## src/rtl/comp_serial_ctrl.sv

```systemverilog
// comp_serial_ctrl: bit-serial magnitude comparator sequencer driving one Comp_1bit cell, MSB first.
module Comp_1bit (
   input  logic a,
   input  logic b,
   input  logic gin,
   input  logic lin,
   input  logic ein,
   output logic gout,
   output logic lout,
   output logic eout
);
   assign gout = gin | (ein & a & ~b);
   assign lout = lin | (ein & ~a & b);
   assign eout = ein & ~(a ^ b);
endmodule

module comp_serial_ctrl #(
   parameter int WIDTH      = 8,
   parameter int EARLY_EXIT = 1
) (
   input  logic                       clk,
   input  logic                       rst,
   input  logic                       in_valid,
   output logic                       in_ready,
   input  logic [WIDTH-1:0]           a_in,
   input  logic [WIDTH-1:0]           b_in,
   output logic                       out_valid,
   input  logic                       out_ready,
   output logic                       gt,
   output logic                       eq,
   output logic                       lt,
   output logic                       busy,
   output logic [$clog2(WIDTH+1)-1:0] steps
);
   localparam int IW = $clog2(WIDTH);
   localparam int SW = $clog2(WIDTH+1);
   typedef enum logic [1:0] {IDLE, RUN, DONE} state_t;
   state_t state, state_nxt;
   logic [WIDTH-1:0] a_reg, b_reg;
   logic [IW-1:0] idx;
   logic [SW-1:0] cnt;
   logic g_r, l_r, gout, lout, eout, fin;
   Comp_1bit u_cell (
      .a(a_reg[idx]), .b(b_reg[idx]),
      .gin(g_r), .lin(l_r), .ein(~g_r & ~l_r),
      .gout(gout), .lout(lout), .eout(eout)
   );
   // eout equals ~gout&~lout because the sticky g/l flags are never both set
   assign fin       = ((EARLY_EXIT != 0) && (gout | lout)) || (idx == '0);
   assign in_ready  = (state == IDLE);
   assign busy      = (state != IDLE);
   assign out_valid = (state == DONE);
   always_comb begin
      state_nxt = state;
      if (state == IDLE && in_valid) state_nxt = RUN;
      else if (state == RUN && fin) state_nxt = DONE;
      else if (state == DONE && out_ready) state_nxt = IDLE;
   end
   always_ff @(posedge clk or posedge rst) begin
      if (rst) begin
         state <= IDLE;
         a_reg <= '0;
         b_reg <= '0;
         idx   <= '0;
         cnt   <= '0;
         g_r   <= 1'b0;
         l_r   <= 1'b0;
         gt    <= 1'b0;
         eq    <= 1'b0;
         lt    <= 1'b0;
         steps <= '0;
      end else begin
         state <= state_nxt;
         if (state == IDLE && in_valid) begin
            a_reg <= a_in;
            b_reg <= b_in;
            idx   <= IW'(WIDTH-1);
            cnt   <= '0;
            g_r   <= 1'b0;
            l_r   <= 1'b0;
         end
         if (state == RUN) begin
            g_r <= gout;
            l_r <= lout;
            cnt <= cnt + 1'b1;
            if (fin) begin
               gt    <= gout;
               lt    <= lout;
               eq    <= eout;
               steps <= cnt + 1'b1;
            end else begin
               idx <= idx - 1'b1;
            end
         end
      end
   end
endmodule

```

## config.mk

```make
export PLATFORM = sky130hd
export DESIGN_NAME = comp_serial_ctrl
export DESIGN_NICKNAME = d
export VERILOG_FILES = /design/src/rtl/comp_serial_ctrl.sv
export SDC_FILE = /design/constraint.sdc
export NUM_CORES = 1
export LEC_CHECK = 0
export CELL_PAD_IN_SITES_DETAIL_PLACEMENT = 0
export CELL_PAD_IN_SITES_GLOBAL_PLACEMENT = 1
export CORE_ASPECT_RATIO = 0.5
export CORE_MARGIN = 8
export CORE_UTILIZATION = 39
export DETAILED_ROUTE_END_ITERATION = 10
export PLACE_DENSITY_LB_ADDON = 0.1
export SKIP_CTS_REPAIR_TIMING = 1
export SYNTH_ARGS = -nofsm -noshare
export SYNTH_HDL_FRONTEND = slang
export SYNTH_SLANG_ARGS = --single-unit
```

## constraint.sdc

```tcl
create_clock -name clk -period 2.68 [get_ports clk]
set_input_delay 0.402 -clock clk [delete_from_list [all_inputs] [get_ports clk]]
set_output_delay 0.402 -clock clk [all_outputs]
set_load 0.01 [all_outputs]
```

# Word-level counts from Yosys, hierarchy flattened
# Cells that the tools add are included.
[op_classes]
addsub = 2
order_cmp = 1
eq_ne = 2
n_mux = 15
bitwise = 15
n_reduce_logical = 10
[ops]
columns = ["cell", "n"]
rows = [
  ["$mux W3", 3],
  ["$mux W4", 2],
  ["$and A1 B1 Y1", 6],
  ["$bmux W1 S3", 2],
  ["$mux W2", 3],
  ["$mux W1", 5],
  ["$not A1 Y1", 5],
  ["$add A4 B1 Y4 const B", 1],
  ["$lt A3 B4 Y1 const B", 1],
  ["$reduce_bool A2 Y1", 2],
  ["$logic_and A1 B1 Y1", 3],
  ["$logic_not A3 Y1", 1],
  ["$or A1 B1 Y1", 3],
  ["$reduce_bool A3 Y1", 1],
  ["$sub A3 B1 Y3 const B", 1],
  ["$eq A2 B1 Y1 const B", 1],
  ["$eq A2 B2 Y1 const B", 1],
  ["$logic_not A2 Y1", 1],
  ["$reduce_and A2 Y1", 1],
  ["$logic_or A1 B1 Y1", 1],
  ["$xor A1 B1 Y1", 1],
]
[totals]
reg_bits = 34
in_bits = 20
output_inout_bits = 10

# Depth between registers and ports, before layout
# Gate-level depths: netlist (run 1).
[logic_depth]
ltp_word = 11
mapped_depth = 7

# By module
# A second synthesis (run 1) with hierarchy kept.
[hier_totals]
hier_cells = 122
hier_area_um2 = 1602.8
[modules_own_cells]
columns = ["module", "instances", "cells_per_inst", "area_per_inst_um2", "seq_area_each_um2"]
rows = [
  ["comp_serial_ctrl", 1, 116, 1564.0, 850.8],
  ["Comp_1bit", 1, 6, 38.8, 0.0],
]

# Worst setup path after synthesis (run 1)
# No wires, ideal clock.
[synth_timing]
path_kind = "register to register"
from = "reg idx[0]"
to = "reg steps[1]"
arrival_time_ns = 2.011
t_required_ns = 2.555
path_slack_ns = 0.544
path_stages_with_launch = 7
n_path_buf = 1
cell_sequence = "dfrtp_1 > buf_6 > mux4_1 > mux2_2 > xor2_2 > a21oi_4 > mux2_4"
[synth_between]
elab_chain_len = 9
elab_cells_between_ends = 16
cone_classes = "4 x mux; 9 x bitwise; 3 x reduce/logical"
[synth_lines]
columns = ["element", "line_no", "text"]
rows = [
  ["start, declared", "40", "logic [IW-1:0] idx;"],
  ["start signal, assigned", "77", "idx <= IW'(WIDTH-1);"],
  ["start signal, assigned", "92", "idx <= idx - 1'b1;"],
  ["$bmux W1 S3", "44", ".a(a_reg[idx]), .b(b_reg[idx]),"],
  ["$mux W1 (implied by the code)", "44", ""],
  ["$not A1 Y1", "13", "assign lout = lin | (ein & ~a & b);"],
  ["$and A1 B1 Y1 (2 in a row)", "13", ""],
  ["$or A1 B1 Y1", "13", ""],
  ["$or A1 B1 Y1", "49", "assign fin = ((EARLY_EXIT != 0) && (gout | lout)) || (idx == '0);"],
  ["$logic_or A1 B1 Y1 *", "49", ""],
  ["$reduce_and A2 Y1 (no source line) *", "n/a", ""],
  ["end signal, assigned", "90", "steps <= cnt + 1'b1;"],
  ["end, declared", "33", "output logic [$clog2(WIDTH+1)-1:0] steps"],
]
# Every way passes the cells marked *; elsewhere a longest branch is shown, timed or not. The select of a mux whose other input is x is not followed.
# A chain may end at the register's enable or synchronous reset.

# Worst setup path in the final report (run 1)
# Ends and elaborated chain as after synthesis.

==> run_results.csv, run 1 <==
group,metric,value,unit
power,p_per_area,1130,nW/µm²
placement,routabilityCongestion,0.727,
sta,worst_pin_slew,0.622,ns
global_route,grt.total_usage,10.8,%
yosys,avgSynthCellArea,10.0,µm²
power,swShare,37.9,%
sta,drv_slew,0,
global_route,met1_usage,13.1,%
sta,setup_tns,0,ns
critical_path,crit_fanout,7,
power,p_leak,0.997,nW
cts,tritoncts.num_buffers,5,
yosys,yosys.area_share.simple,19.4,%
sta,period_needed,2.34,ns
power,pwr-share-comb,46.4,%
critical_path,crit_chain,"mux4_1, mux2_2, xor2_2, a21oi_4, mux2_4",
worst_hold_path,holdPathStages,2,
critical_path,path_class,"reg -> reg",
drt,totalWireLength,3.30,mm
global_route,antenna_found_initial,0,
sta,finalHoldViolCount,0,
drt,ant_nets,0,
critical_path,cp_top_family,"multiplexers",
power,p_clk_share,15.2,%
yosys,yosys.area_share.adder,2.30,%
drt,via_per_inst,4.79,
yosys,synthCells,163,
sta,finalSetupViolCount,0,
worst_hold_path,hold_path_end,"a_reg[1]$_DFFE_PP0P_",
worst_hold_path,hp-start,"a_reg[1]$_DFFE_PP0P_",
die,num_rows,16,
drt,wl_per_cell,13.2,µm
power,vdd_drop_max,0.326,mV
cts,htree_levels,2,
critical_path,critPathRequiredTime,2.85,ns
finish,diodes,0,
yosys,synth_commonest_cells,"nand2_1, dfrtp_1, nor2_1",
yosys,syn_nets,186,
yosys,synth_top_family_by_area,"simple AND/OR/NAND/NOR gates",
drt,drc_errors,0,
yosys,synthXorXnorAreaFrac,2.07,%
critical_path,critPathLaunchType,"register",
sta,worst_slack,0.336,ns
die,start_util,41.3,%
cts,clock_sinks,34,
drt,drtIter0Drc,28,
global_route,grt_overflow_total,0,
critical_path,r2r_setup_slack,0.34,ns
critical_path,worstRegToRegCells,5,
yosys,synth_edf_count,0,
sta,finalClockSkew,0.00573,ns
sta,slew_headroom,58.4,%
run,cap_violations,0,
outcome,status,"finished, final reports clean",
sta,period_share,87.5,%
cts,cts_buffer_depth,2,
finish,final_area,2060,µm²
finish,drive_gt1_share,9.18,%
critical_path,crit_path_end_kind,"register",
global_route,grt_pass1_wl,5.53,mm
finish,area_delta_synth_final,25.9,%
global_route,grt_max_degree,35,
worst_hold_path,hold_class,"reg -> reg",
yosys,synthTopCellsByArea,"dfrtp_1, nand2_1, mux4_1",
global_route,use_met2,17.3,%
die,fp.coreArea,3960,µm²
critical_path,cpPeakStageDelay,0.60,ns
cts,cts_tree,"done",
cts,insertion_delay,0.28,ns
yosys,synth_top_area_cell,"dfrtp_1",
placement,port_buffers,29,
placement,pre_cts_ws,0.323,ns
die,die_area,6650,µm²
finish,nets,219,
yosys,yosysSeqAreaShare,52.0,%
drt,dr.pass1.iters,4,
critical_path,cp_data_arrival_time,2.51,ns
critical_path,r2r_start,"idx[0]$_DFF_PP0_",
finish,final_util,52.0,%
yosys,synth_top_area_share,52.0,%
yosys,synth_mux_area_share,13.1,%
global_route,grtUsageMet3,4.63,%
critical_path,cp_slowest_cell,"mux4_1",
cts,clk_pin_slew,0.07,ns
global_route,grt_pass1_vias,1201,
power,intPower,1.45,mW
global_route,busiest_layer,"met2",
cts,cts_root_buf,"clkbuf_8",
die,die_w,108,µm
yosys,synth_ff_type,"dfrtp_1",
critical_path,path_buf_inv,0,
yosys,synthArstFlopShare,100,%
yosys,ys_ff_latch,34,
placement,dpl.hpwl,2.40,mm
placement,post_dp_cell_area,1980,µm²
sta,fmax,427,MHz
die,ios,30,
yosys,ys_types,32,
power,pwr-share-seq,38.4,%
die,die_h,61.8,µm
sta,rsz0062_at_grt,"false",
yosys,ys.warnings.count,0,
yosys,netlist_area,1640,µm²
critical_path,worst_r2r_endpoint,"steps[1]$_DFFE_PP0P_",
yosys,synth_compound_area_share,7.12,%
drt,vias,1197,
yosys,yosysMostFrequentCell,"nand2_1",
power,switchingPower,0.882,mW
[cell usage in the layout, fill, tap and decap left out]
cell type        netlist  routed
nor2_1                13      13
mux4_1                 4       4
and3_2                 1       1
nor3_1                 2       2
mux2_2                 1       1
a31oi_1                2       2
ha_1                   3       3
o21ai_0                4       4
clkdlybuf4s50_1        0      29
clkbuf_8               0       5
and2b_1                1       1
o22ai_1                2       2
nand2_1               54      54
mux2i_1                3       3
o31a_1                 1       1
clkinv_2               0       2
a21oi_1                6       6
xor2_1                 1       1
a21oi_4                1       1
nor2b_1                1       1
o2111ai_1              1       1
dfrtp_1               34      34
mux2i_4                1       1
mux2_4                 3       3
inv_1                 10      10
and2_1                 3       3
o31ai_1                1       1
nand2_2                1       1
buf_4                  0       2
xnor2_1                1       1
nand3_1                2       2
xor2_2                 1       1
[through the flow]
| stage | total power [mW] | hold slack (ns) | std cells |
|---|---|---|---|
| 6_report | 2.33 | 0.472 | 250 |
| 3_5_place_dp | 2.00 | 0.458 | 243 |
| 5_1_grt | 2.53 | 0.498 | 250 |
| 2_1_floorplan | 1.67 | 0.437 | 163 |
| 3_3_place_gp | 1.98 | 0.456 | 243 |
| 4_1_cts | 2.36 | 0.475 | 250 |
[worst min-delay path: stages, from the launching register on]
cell and delay, ns:
dfrtp_1 0.34, nand2_1 0.05, nand2_1 0.05
[kinds of logic (layout without fill, tap and decap cells)]
logic type / after synthesis / after routing
adder cells (fa/ha/maj): 3 / 3
XOR/XNOR: 3 / 3
buffers and inverters: 15 / 48
multiplexers: 12 / 12
flip-flops: 34 / 34
AO/OA/AOI/OAI: 18 / 18
AND/OR/NAND/NOR: 78 / 78
[area by class of cell]
class | count | area (µm²)
Tap cell | 54 | 67.6
Sequential cell | 34 | 851
Fill cell | 378 | 1900
Inverter | 10 | 37.5
Multi-Input combinational cell | 114 | 719
Timing Repair Buffer | 31 | 305
Clock buffer | 5 | 68.8
Clock inverter | 2 | 10.0
[power by group through the flow]
| stage | clock, mW | combinational, mW | sequential, mW |
|---|---|---|---|
| after global routing | 0.387 | 1.22 | 0.922 |
| after global placement | 0 | 1.08 | 0.901 |
| final | 0.353 | 1.08 | 0.895 |
| after detailed placement | 0 | 1.10 | 0.904 |
| after floorplan | 0 | 0.803 | 0.870 |
| after CTS | 0.363 | 1.10 | 0.898 |
[per-layer routing]
metal  routed length, µm  up-vias
li1                    -      599
met1                1610      572
met2                1460       22
met3                 209        4
met4                  23        0
met5                   0        -
[worst max path at each step]
stage               slack, ns              endpoint             start  cells past startpoint
floorplan                0.54  steps[1]$_DFFE_PP0P_  idx[0]$_DFF_PP0_                      6
global placement         0.40  steps[1]$_DFFE_PP0P_  idx[0]$_DFF_PP0_                      5
detailed placement       0.32  steps[1]$_DFFE_PP0P_  idx[0]$_DFF_PP0_                      5
CTS                      0.31  steps[1]$_DFFE_PP0P_  idx[0]$_DFF_PP0_                      5
global route             0.20  steps[1]$_DFFE_PP0P_  idx[0]$_DFF_PP0_                      5
finish                   0.34  steps[1]$_DFFE_PP0P_  idx[0]$_DFF_PP0_                      5
(Power assumes the default switching activity.)
==> inputs of run 2 (changes only) <==
==> constraint.sdc (replaced) <==
create_clock -name clk -period 2.68 [get_ports clk]
set_input_delay 0.804 -clock clk [delete_from_list [all_inputs] [get_ports clk]]
set_output_delay 0.804 -clock clk [all_outputs]
set_load 0.01 [all_outputs]
==> run 2 against run 1 <==
Compared with the run above:
- setup slack worse by 0.021 ns
- clock skew up 0.00060 ns
- die area unchanged
- sequential power about the same
- critical path depth down 3
- utilization up 0.60 points
- hold slack better by 0.0065 ns
- non-clock buffer count up 1
- combinational power about the same
- critical endpoint is now in_ready
- largest cell class unchanged
==> run_results.csv, run 2 (synthesis gave the netlist of run 1 again) <==
group,metric,value,unit
critical_path,critPathLaunchType,"register",
drt,drtIter0Drc,31,
critical_path,cp_data_arrival_time,1.56,ns
cts,cts_root_buf,"clkbuf_8",
sta,finalClockSkew,0.00632,ns
drt,vias,1171,
cts,htree_levels,2,
power,total_power,2.37,mW
sta,period_needed,2.37,ns
finish,final_util,52.6,%
drt,via_per_inst,4.65,
power,p_per_area,1140,nW/µm²
sta,finalHoldViolCount,0,
die,die_w,108,µm
worst_hold_path,hp-start,"a_reg[1]$_DFFE_PP0P_",
cts,clk_pin_slew,0.07,ns
sta,worst_pin_slew,0.613,ns
critical_path,crit_path_end_kind,"output port",
global_route,grt.total_usage,11.0,%
sta,slew_headroom,59.0,%
critical_path,crit_fanout,6,
run,cap_violations,0,
placement,routabilityCongestion,0.747,
cts,tritoncts.num_buffers,5,
die,fp.coreArea,3960,µm²
drt,dr.pass1.iters,2,
sta,setup_tns,0,ns
sta,finalSetupViolCount,0,
global_route,grt_pass1_vias,1137,
global_route,antenna_found_initial,0,
finish,final_cell_mix,"nand2_1, dfrtp_1, clkdlybuf4s50_1",
drt,totalWireLength,3.33,mm
global_route,grt_pass1_wl,5.52,mm
drt,drc_errors,0,
sta,drv_slew,0,
global_route,grt_overflow_total,0,
finish,nets,220,
worst_hold_path,hold_class,"reg -> reg",
die,ios,30,
placement,port_buffers,29,
sta,fmax,423,MHz
placement,post_dp_cell_area,1990,µm²
sta,rsz0062_at_grt,"false",
cts,cts_buffer_depth,2,
cts,clock_sinks,34,
global_route,grt_max_degree,35,
finish,area_delta_synth_final,27.4,%
die,num_rows,16,
finish,final_common_cell,"nand2_1",
finish,drive_gt1_share,10.1,%
drt,wl_per_cell,13.2,µm
placement,dpl.hpwl,2.41,mm
power,p_leak,1.00,nW
finish,diodes,0,
outcome,status,"finished, final reports clean",
cts,insertion_delay,0.29,ns
die,die_h,61.8,µm
drt,ant_nets,0,
critical_path,path_class,"reg -> out",
finish,final_area,2080,µm²
die,die_area,6650,µm²
die,start_util,41.3,%
power,vdd_drop_max,0.428,mV
critical_path,r2r_setup_slack,0.35,ns
critical_path,critPathLaunch,"state[0]$_DFFE_PP0P_",
critical_path,critPathRequiredTime,1.88,ns
sta,period_share,88.3,%
critical_path,r2r_start,"idx[0]$_DFF_PP0_",
cts,cts_tree,"done",
run 2: through the flow:
stage | instances | hold slack, ns | setup slack, ns
after detailed placement | 244 | 0.466 | 0.341
after floorplan | 163 | 0.437 | 0.544
after CTS | 252 | 0.483 | 0.307
after global routing | 252 | 0.500 | 0.250
after global placement | 244 | 0.457 | 0.399
final | 252 | 0.479 | 0.315
run 2: critical path: stages (launching register included):
cell and delay, ns:
dfrtp_1 0.43, nor2_1 0.25, clkdlybuf4s50_1 0.59
run 2: final cells by class:
| class | instances | area, µm² |
|---|---|---|
| Fill cell | 379 | 1880 |
| Clock inverter | 2 | 12.5 |
| Inverter | 10 | 37.5 |
| Multi-Input combinational cell | 114 | 719 |
| Tap cell | 54 | 67.6 |
| Sequential cell | 34 | 851 |
| Clock buffer | 6 | 82.6 |
| Timing Repair Buffer | 32 | 313 |
run 2: final timing paths:
kind	end	cells past startpoint
worst max-delay path	in_ready	2
worst min-delay path	a_reg[1]$_DFFE_PP0P_	2
worst max register to register	steps[3]$_DFFE_PP0P_	5
worst min register to register	a_reg[1]$_DFFE_PP0P_	2
max in group asynchronous	a_reg[4]$_DFFE_PP0P_	3
min in group asynchronous	steps[3]$_DFFE_PP0P_	3
run 2: report_power, final:
group / switching, mW / leakage [nW] / internal, mW
logic: 0.542 / 0.535 / 0.544
registers: 0.162 / 0.422 / 0.734
clock network: 0.187 / 0.0472 / 0.206
total: 0.891 / 1.00 / 1.48
run 2: routing by layer:
metal | track usage (%) | share of wire (%) | wire [µm]
met3 | 5.04 | 6.4 | 212
met4 | 5.08 | 1.4 | 46
met2 | 16.7 | 43 | 1420
met5 | 0 | 0 | 0
met1 | 13.4 | 50 | 1650
==> inputs of run 3 (changes only) <==
- ABC_AREA: default -> 1
- CORE_MARGIN: 8 -> default
- CORE_UTILIZATION: 39 -> 38
==> run 3 against run 2 <==
Compared with the run above:
- first-iteration DRC count stayed put
- area after synthesis up 5.2%
- combinational power fell by 96%
- hold slack lost 0.0044 ns
- routed wire length increased by 5.9%
- utilization is 0.069 points lower
- global-route usage grew 5.3 points
- clock power rose by 14%
- count of clock-buffer cells in the layout increased by 2
- largest cell class unchanged
- highest routed layer unchanged
==> run_results.csv, run 3 <==
group,metric,value,unit
finish,final_common_cell,"nand2_1",
worst_hold_path,hp-start,"steps[3]$_DFFE_PP0P_",
drt,ant_nets,0,
critical_path,critPathLaunchType,"register",
global_route,grt_overflow_total,0,
die,start_util,41.7,%
drt,drtIter0Drc,31,
yosys,ys.warnings.count,0,
drt,drt-met1-wl,1.99,mm
finish,area_delta_synth_final,25.8,%
sta,slew_headroom,71.1,%
sta,period_needed,2.27,ns
cts,insertion_delay,0.28,ns
die,num_rows,16,
outcome,status,"finished, final reports clean",
yosys,netlist_area,1720,µm²
power,vdd_drop_max,0.171,mV
finish,drive_gt1_share,11.8,%
die,die_area,4820,µm²
critical_path,r2r_start,"idx[0]$_DFF_PP0_",
drt,dr.pass1.iters,4,
critical_path,critPathRequiredTime,1.88,ns
drt,wl_met3,135,µm
drt,wl_per_cell,11.7,µm
global_route,grt.total_usage,16.3,%
drt,via_per_inst,4.60,
placement,dpl.hpwl,2.42,mm
yosys,synth_ff_type,"dfrtp_1",
finish,final_util,52.5,%
placement,port_buffers,29,
cts,clk_pin_slew,0.07,ns
placement,post_dp_cell_area,2050,µm²
die,fp.coreArea,4120,µm²
sta,rsz0062_at_grt,"false",
power,p_leak,1.05,nW
placement,routabilityCongestion,0.755,
global_route,grt_pass1_vias,1345,
cts,tritoncts.num_buffers,5,
critical_path,crit_fanout,5,
global_route,grt_pass1_wl,6.20,mm
drt,drc_errors,0,
die,ios,30,
power,p_per_area,462,nW/µm²
finish,nets,268,
die,die_h,49.6,µm
yosys,synthCells,213,
yosys,yosysMostFrequentCell,"nand2_1",
cts,cts_root_buf,"clkbuf_8",
cts,htree_levels,2,
cts,clock_sinks,34,
yosys,yosysSeqAreaShare,49.5,%
cts,cts_tree,"done",
drt,totalWireLength,3.52,mm
critical_path,cp_data_arrival_time,1.46,ns
critical_path,worstRegToRegCells,12,
sta,drv_slew,0,
sta,setup_tns,0,ns
run,cap_violations,0,
critical_path,critPathLaunch,"state[0]$_DFFE_PP0P_",
finish,final_cell_mix,"nand2_1, dfrtp_1, clkdlybuf4s50_1",
yosys,synthArstFlopShare,100,%
yosys,synth_edf_count,0,
sta,period_share,84.6,%
yosys,ys_ff_latch,34,
finish,diodes,0,
sta,finalClockSkew,0.00644,ns
critical_path,crit_path_end_kind,"output port",
finish,final_area,2160,µm²
drt,wl_met2,1.38,mm
worst_hold_path,holdPathStages,2,
sta,finalSetupViolCount,0,
yosys,ys_types,24,
cts,cts_buffer_depth,2,
global_route,antenna_found_initial,0,
sta,worst_pin_slew,0.434,ns
yosys,synth_top_area_share,49.5,%
sta,fmax,441,MHz
drt,vias,1380,
global_route,grt_max_degree,35,
sta,finalHoldViolCount,0,
drt,highest_layer,"met4",
yosys,synth_commonest_cells,"nand2_1, dfrtp_1, inv_1",
yosys,avgSynthCellArea,8.08,µm²
yosys,synth_top_area_cell,"dfrtp_1",
critical_path,path_class,"reg -> out",
yosys,syn_nets,236,
yosys,synthTopCellsByArea,"dfrtp_1, nand2_1, inv_1",
die,die_w,97.2,µm
worst_hold_path,hold_class,"reg -> reg",
-- run 3: area by class of cell --
class	count	area [µm²]
sequential	34	851
fill	396	1960
inverter	29	113
clock buffer	8	110
timing repair buffer	31	305
multi-input combinational	144	718
tap	54	67.6
-- run 3: cell families (layout without fill, tap and decap cells) --
group                      after synthesis  in the layout  share of synthesized area, %
AOI/OAI and AO/OA                       23             23                          6.91
DFF                                     34             34                          49.5
buffers and inverters                   35             68                          8.80
xor gates and xnor gates                 3              3                          1.53
and+or+nand+nor                        115            115                          31.1
adders and majority gates                3              3                          2.18
-- run 3: critical path: stages (launching register included) --
cell	delay [ns]
dfrtp_1	0.43
nor2_1	0.19
clkdlybuf4s50_1	0.57
-- run 3: path summary, 6_finish.rpt --
check	endpoint	slack [ns]
setup / recovery	in_ready	0.41
hold / removal	steps[3]$_DFFE_PP0P_	0.47
setup reg to reg	eq$_DFFE_PP0P_	0.93
hold reg to reg	steps[3]$_DFFE_PP0P_	0.47
max in group asynchronous	b_reg[0]$_DFFE_PP0P_	1.45
min in group asynchronous	steps[3]$_DFFE_PP0P_	0.91
-- run 3: per-stage QoR --
stage	worst slack [ns]	total power, mW	instances	hold WS [ns]
after floorplan	1.12	0.531	213	0.472
after global placement	0.653	0.562	292	0.457
after detailed placement	0.629	0.563	292	0.459
after CTS	0.390	1.02	300	0.476
after global routing	0.261	1.05	300	0.510
final	0.413	1.00	300	0.474
-- run 3: report_power, final --
group | switching (mW) | internal (mW) | leakage, nW
clock | 0.189 | 0.260 | 0.0575
sequential | 0 | 0.513 | 0.339
combinational | 0.0136 | 0.0250 | 0.649
-- run 3: layer usage --
metal | vias up | GRT usage, %
li1 | 721 | -
met1 | 638 | 22.8
met2 | 19 | 24.6
met3 | 2 | 5.11
met4 | 0 | 3.73
met5 | - | 0
